File: src/rtl/pci_arbiter_if.sv
// pci_arbiter_if -- PCI arbitration bus bundle.
//
// Groups the masters' request lines, the observed FRAME_/IRDY_ bus state and
// the arbiter's grant/status outputs.
//   modport master : the arbiter side (samples REQ_/FRAME_/IRDY_, drives GNT_
//                    and status)
//   modport slave  : the bus-agent side (drives REQ_/FRAME_/IRDY_, observes
//                    GNT_ and status)
// Signals (all active-low where the name ends in '_'):
//   REQ_[3:0]    bus requests from masters 0..3
//   FRAME_       PCI FRAME_ as seen on the bus
//   IRDY_        PCI IRDY_ as seen on the bus
//   GNT_[3:0]    grants, at most one low
//   owner[1:0]   index of the master granted / owning the bus
//   bus_busy     high while a master holds a grant or the bus
//   timeout_err  one-cycle pulse when a grant is revoked for FRAME_ timeout
interface pci_arbiter_if;
    logic [3:0] REQ_;
    logic       FRAME_;
    logic       IRDY_;
    logic [3:0] GNT_;
    logic [1:0] owner;
    logic       bus_busy;
    logic       timeout_err;

    modport master (
        input  REQ_, FRAME_, IRDY_,
        output GNT_, owner, bus_busy, timeout_err
    );

    modport slave (
        output REQ_, FRAME_, IRDY_,
        input  GNT_, owner, bus_busy, timeout_err
    );
endinterface

File: src/rtl/pci_arbiter.sv
// pci_arbiter -- four-master round-robin PCI bus arbiter.
//
// Ports:
//   clk    single clock, all state changes on posedge
//   reset  asynchronous active-high reset, synchronous release
//   bus    pci_arbiter_if.master (REQ_, FRAME_, IRDY_ in; GNT_, owner,
//          bus_busy, timeout_err out)
// Parameter:
//   TIMEOUT_CYC  clocks a granted master has to assert FRAME_ (2..255)
// Build option:
//   PCI_ARB_TIMEOUT_EN  defined: grant is revoked after TIMEOUT_CYC clocks
//                       without FRAME_, with a timeout_err pulse.
//                       undefined: GRANT waits indefinitely, timeout_err = 0.
//
// state | meaning
// IDLE  | no grant; arbitrate when the bus is idle
// GRANT | one master granted, waiting for its FRAME_
// BUSY  | granted master owns the bus; wait for FRAME_/IRDY_ both high
// TURN  | one turnaround clock with all grants high
module pci_arbiter #(
    parameter int unsigned TIMEOUT_CYC = 16
) (
    input  logic           clk,
    input  logic           reset,
    pci_arbiter_if.master  bus
);

    generate
        if (TIMEOUT_CYC < 2 || TIMEOUT_CYC > 255) begin : g_bad_timeout
            $error("pci_arbiter: TIMEOUT_CYC must be within 2..255");
        end
    endgenerate

    typedef enum logic [1:0] {S_IDLE, S_GRANT, S_BUSY, S_TURN} state_t;

    state_t     r_state;
    logic [3:0] r_gnt;
    logic [1:0] r_owner;
    logic [1:0] r_last;
    logic       r_busy;

`ifdef PCI_ARB_TIMEOUT_EN
    localparam logic [7:0] TO_LAST = 8'(TIMEOUT_CYC - 1);
    logic [7:0] r_wait;
    logic       r_terr;
`endif

    logic       w_bus_idle;
    logic       w_owner_req;
    logic       w_found;
    logic [1:0] w_win;

    assign w_bus_idle  = bus.FRAME_ & bus.IRDY_;
    assign w_owner_req = ~bus.REQ_[r_owner];

    // Round-robin search starting one past the last bus owner; i = 4 wraps
    // back onto the last owner itself so a lone requester is never starved.
    always_comb begin
        w_found = 1'b0;
        w_win   = 2'd0;
        for (int i = 1; i <= 4; i++) begin
            if (!w_found && !bus.REQ_[2'(r_last + 2'(i))]) begin
                w_found = 1'b1;
                w_win   = 2'(r_last + 2'(i));
            end
        end
    end

    always_ff @(posedge clk or posedge reset) begin
        if (reset) begin
            r_state <= S_IDLE;
            r_gnt   <= 4'hF;
            r_owner <= 2'd0;
            r_last  <= 2'd3;
            r_busy  <= 1'b0;
`ifdef PCI_ARB_TIMEOUT_EN
            r_wait  <= 8'd0;
            r_terr  <= 1'b0;
`endif
        end else begin
`ifdef PCI_ARB_TIMEOUT_EN
            r_terr <= 1'b0;
`endif
            case (r_state)
                S_IDLE: begin
                    if (w_found && w_bus_idle) begin
                        r_gnt   <= ~(4'b0001 << w_win);
                        r_owner <= w_win;
                        r_busy  <= 1'b1;
                        r_state <= S_GRANT;
`ifdef PCI_ARB_TIMEOUT_EN
                        r_wait  <= 8'd0;
`endif
                    end
                end
                S_GRANT: begin
                    // FRAME_ wins over withdrawal and timeout on the same edge.
                    if (!bus.FRAME_) begin
                        r_last  <= r_owner;
                        r_state <= S_BUSY;
                    end else if (!w_owner_req) begin
                        r_gnt   <= 4'hF;
                        r_busy  <= 1'b0;
                        r_state <= S_IDLE;
                    end
`ifdef PCI_ARB_TIMEOUT_EN
                    else if (r_wait == TO_LAST) begin
                        r_gnt   <= 4'hF;
                        r_terr  <= 1'b1;
                        r_last  <= r_owner;
                        r_busy  <= 1'b0;
                        r_state <= S_IDLE;
                    end else begin
                        r_wait  <= r_wait + 8'd1;
                    end
`endif
                end
                S_BUSY: begin
                    if (w_bus_idle) begin
                        r_gnt   <= 4'hF;
                        r_busy  <= 1'b0;
                        r_state <= S_TURN;
                    end else if (!w_owner_req) begin
                        // Early grant removal; the owner keeps the bus until idle.
                        r_gnt   <= 4'hF;
                    end
                end
                S_TURN: begin
                    r_state <= S_IDLE;
                end
                default: begin
                    r_gnt   <= 4'hF;
                    r_busy  <= 1'b0;
                    r_state <= S_IDLE;
                end
            endcase
        end
    end

    assign bus.GNT_     = r_gnt;
    assign bus.owner    = r_owner;
    assign bus.bus_busy = r_busy;
`ifdef PCI_ARB_TIMEOUT_EN
    assign bus.timeout_err = r_terr;
`else
    assign bus.timeout_err = 1'b0;
`endif

endmodule

File: src/flat_wrapper.sv
// flat-port wrapper written by rule: the top's interface ports become plain ports
module pci_arbiter_flat 
#(
    parameter int unsigned TIMEOUT_CYC = 16
)
  (clk, reset, bus_REQ_, bus_FRAME_, bus_IRDY_, bus_GNT_, bus_owner, bus_bus_busy, bus_timeout_err);
  pci_arbiter_if bus_i ();
  input  logic clk;
  input  logic reset;
  input wire logic [$bits(bus_i.REQ_)-1:0] bus_REQ_;
  input wire logic [$bits(bus_i.FRAME_)-1:0] bus_FRAME_;
  input wire logic [$bits(bus_i.IRDY_)-1:0] bus_IRDY_;
  output wire logic [$bits(bus_i.GNT_)-1:0] bus_GNT_;
  output wire logic [$bits(bus_i.owner)-1:0] bus_owner;
  output wire logic [$bits(bus_i.bus_busy)-1:0] bus_bus_busy;
  output wire logic [$bits(bus_i.timeout_err)-1:0] bus_timeout_err;
  assign bus_i.REQ_ = bus_REQ_;
  assign bus_i.FRAME_ = bus_FRAME_;
  assign bus_i.IRDY_ = bus_IRDY_;
  assign bus_GNT_ = bus_i.GNT_;
  assign bus_owner = bus_i.owner;
  assign bus_bus_busy = bus_i.bus_busy;
  assign bus_timeout_err = bus_i.timeout_err;
  pci_arbiter #(.TIMEOUT_CYC(TIMEOUT_CYC)) u_core (.clk(clk), .reset(reset), .bus(bus_i));
endmodule
File: config.mk
export PLATFORM = sky130hd
export DESIGN_NAME = pci_arbiter_flat
export DESIGN_NICKNAME = d
export VERILOG_FILES = /design/src/rtl/pci_arbiter_if.sv /design/src/rtl/pci_arbiter.sv /design/src/flat_wrapper.sv
export SDC_FILE = /design/constraint.sdc
export NUM_CORES = 1
export LEC_CHECK = 0
export BUFFER_PORTS_ARGS = -buffer_cell sky130_fd_sc_hd__buf_2
export CORE_UTILIZATION = 56
export DETAILED_ROUTE_END_ITERATION = 6
export PLACE_DENSITY = 0.79
export SLEW_MARGIN = 40
export SYNTH_ARGS = -nofsm -noshare
export SYNTH_HDL_FRONTEND = slang
export SYNTH_SLANG_ARGS = --single-unit
File: constraint.sdc
create_clock -name clk -period 4.9 [get_ports clk]
set_clock_uncertainty 0.2 [all_clocks]
set_input_delay 0.49 -clock clk [delete_from_list [all_inputs] [get_ports clk]]
set_output_delay 0.49 -clock clk [all_outputs]
set_load 0.1 [all_outputs]
==> results.md <==
- All-Layer GR Usage: a little over a quarter
- CTS tree: done
- Most frequent cell after synthesis: inv_1
- Clk slew on worst S/H paths: around 70 ps
- Largest cells by area after synthesis: dfstp_2 21%, dfrtp_1 17%, ha_1 6.7%
- Postcts setup bufs: 0
- Hold Violations, Final: 0
- Gpl congestion: slightly below 0.9
- DRT Wirelength: 1.598 mm
- Core area: 0.001171 mm^2
- Avg Cell Area, Syn: 10.41 um^2
- Layout fillers: about 90
- Fin area: 865.8 um^2
- Placed Instance Area: roughly 830 um^2
- Chip Width: 38.59 um
- Hold Buf Count CTS: 1
- First-pass GRT wire length: 2.615 mm
- Clock buffer depth: 2
- Startpoint types: flip-flop
- Unrepaired setup endpoints after global routing: no
- Run status: finished, final reports clean
- # rows: 12
- Initial DRC count: 16
- Antenna-violating nets left: 0
- Most common library cells after synthesis: 9 x inv_1, 6 x dfstp_2, 5 x a221oi_1, 5 x dfrtp_1
- Final Max Slew Viols: 0
- Remaining DRCs: 0
- Final Worst Setup Slack: roughly 2900 ps
- Mapped Nets: 84
- Setup TNS: 0 ps
- Via count: 634
- Clk Tree Root Cell: clkbuf_4
- CP Cell Sequence: inv_1 > ha_1 > nor2_1 > a32oi_4 > o21bai_2 > a221oi_1
- Synth warnings: 0
- Main flop type after synthesis: dfstp_2
- Max_cap viols: 0
- Post-synth EDFFs: 0
- Num CTS Buffers: 3
- CTS sink cnt: 11
- Worst-skew pair later-pin latency: roughly 270 ps
- Antenna violations before repair: 0
- Pre-CTS setup slack: around 3000 ps
- Post-Syn Area: 749.5 um^2
- Max Clk Rate: 508.1 MHz
- Synth top area share: between 20% and 30%
- Synth Register Bits: 11
- Minimum clock period: 1968 ps
- Proportion of layout cells with a drive suffix above 1: 35.56%
- Die area: 0.001489 mm^2
- Via density per instance: between 6 and 7
- FF+latch area: 282.8 um^2
- Final setup violation count: 0
- Ports: 16
- Syn Inst Count: 72
- CTS H-tree lvls: 1
- Final HPWL DP: 1.199 mm
- Synth async-reset ratio: 100.0%
- Slowest cell on crit path: dfrtp_1
- Die Y: 38.59 um
- Post-layout net count: 103
- Delay-heaviest family, CP: compound AO/OA/AOI/OAI gates
- Worst Hold Class: flip-flop to flip-flop
- CP max FO: 6
- Number of diodes: 0
- WL per Instance: 15.37 um
- CP required: between 4000 and 5000 ps
- Post-synth top area cell: dfstp_2
- Pin count of the biggest net entering global routing: 12
- Worst Path Class, Setup: flip-flop to flip-flop
- Peak per-stage delay on the critical path: 430 ps
- Vias in the first global route: 631
- Period utilization: between 40 and 50%
- GR Overflow Total: 0
- Yosys cell types: 35
- Port-buffer cells: 14
- Worst setup EP type: flip-flop
- Multi-input gate area: 425.4 um^2
- PostCTS Resize Cnt: 0
- Worst Path Buf+Inv: 1
- TritonRoute pass-1 iters: 4
- Area growth syn-to-layout: 15.53%
- Initial core utilization: between 60% and 70%
- Crit path DAT: 1940 ps
- Register area share after synthesis: 37.73%
cells by family after synthesis:
logic type / count (synthesis) / synth area share (%)
other: 1 / 0.5004
adders and majority gates: 4 / 6.678
muxes: 4 / 8.014
buffers and inverters: 10 / 5.509
DFF: 11 / 37.73
AOI/OAI and AO/OA: 20 / 23.04
and+or+nand+nor: 22 / 18.53
final timing paths:
check / startpoint / to / slack (ps) / cells past startpoint
setup / recovery: u_core.r_state[0] / u_core.bus.GNT_[3] / 2930 / 6
hold / removal: u_core.bus.GNT_[2] / u_core.bus.GNT_[2] / 280 / 2
setup reg to reg: u_core.r_state[0] / u_core.bus.GNT_[3] / 2930 / 6
hold reg to reg: u_core.bus.GNT_[2] / u_core.bus.GNT_[2] / 280 / 2
max in group asynchronous: reset / u_core.bus.GNT_[2] / 3600 / 3
min in group asynchronous: reset / u_core.bus.owner[1] / 570 / 3
state kept, by name (all words and copies together) (netlist names), named ones only:
register	cells
u_core.bus.GNT_	4
u_core.r_last	2
u_core.r_state	1
u_core.bus.bus_busy	1
u_core.bus.owner	2
worst min-delay path, stage by stage (launching register included):
cell      delay (ps)
dfstp_2          370
inv_1             40
a221oi_1          60
layer usage:
| metal | vias up | track usage [%] | share of wire (%) |
|---|---|---|---|
| met5 | - | 0 | 0 |
| met1 | 313 | 29.59 | 43 |
| met2 | 14 | 48.33 | 53 |
| met3 | 2 | 5.202 | 2.3 |
| li1 | 305 | - | - |
| met4 | 0 | 7.759 | 1.6 |
cell type report:
type                    instances  share of cell area, %
well taps                      14                  2.023
flip-flops and latches         11                  32.66
clock buffers                   4                  3.035
inverters                       9                  3.902
repair buffers                 15                  9.249
multi-input cells              51                  49.13
metrics by stage:
stage	std cells	hold WS [ps]	utilization (%)
after CTS	104	286.1	73.93
after detailed placement	99	276.4	70.83
after global routing	104	300.2	73.93
final	104	283.3	73.93
after floorplan	72	138.1	-
after global placement	99	266.9	70.83
placed cells by master, fill, tap and decap left out, types with 2 or more instances in the layout:
| cell type | synthesis | routed |
|---|---|---|
| buf_2 | 0 | 14 |
| inv_1 | 9 | 9 |
| dfstp_2 | 6 | 6 |
| a221oi_1 | 5 | 5 |
| dfrtp_1 | 5 | 5 |
| nor2_1 | 4 | 4 |
| nand2_1 | 4 | 4 |
| ha_1 | 4 | 4 |
| a21oi_1 | 3 | 3 |
| mux2_2 | 3 | 3 |
| clkbuf_4 | 0 | 3 |
| nand3_1 | 2 | 2 |
| o21ai_0 | 2 | 2 |
| nor3b_1 | 2 | 2 |
Power is left out: the tool's default activity adds up to more than one toggle a clock period on the data nets, which glitch-free logic cannot reach.
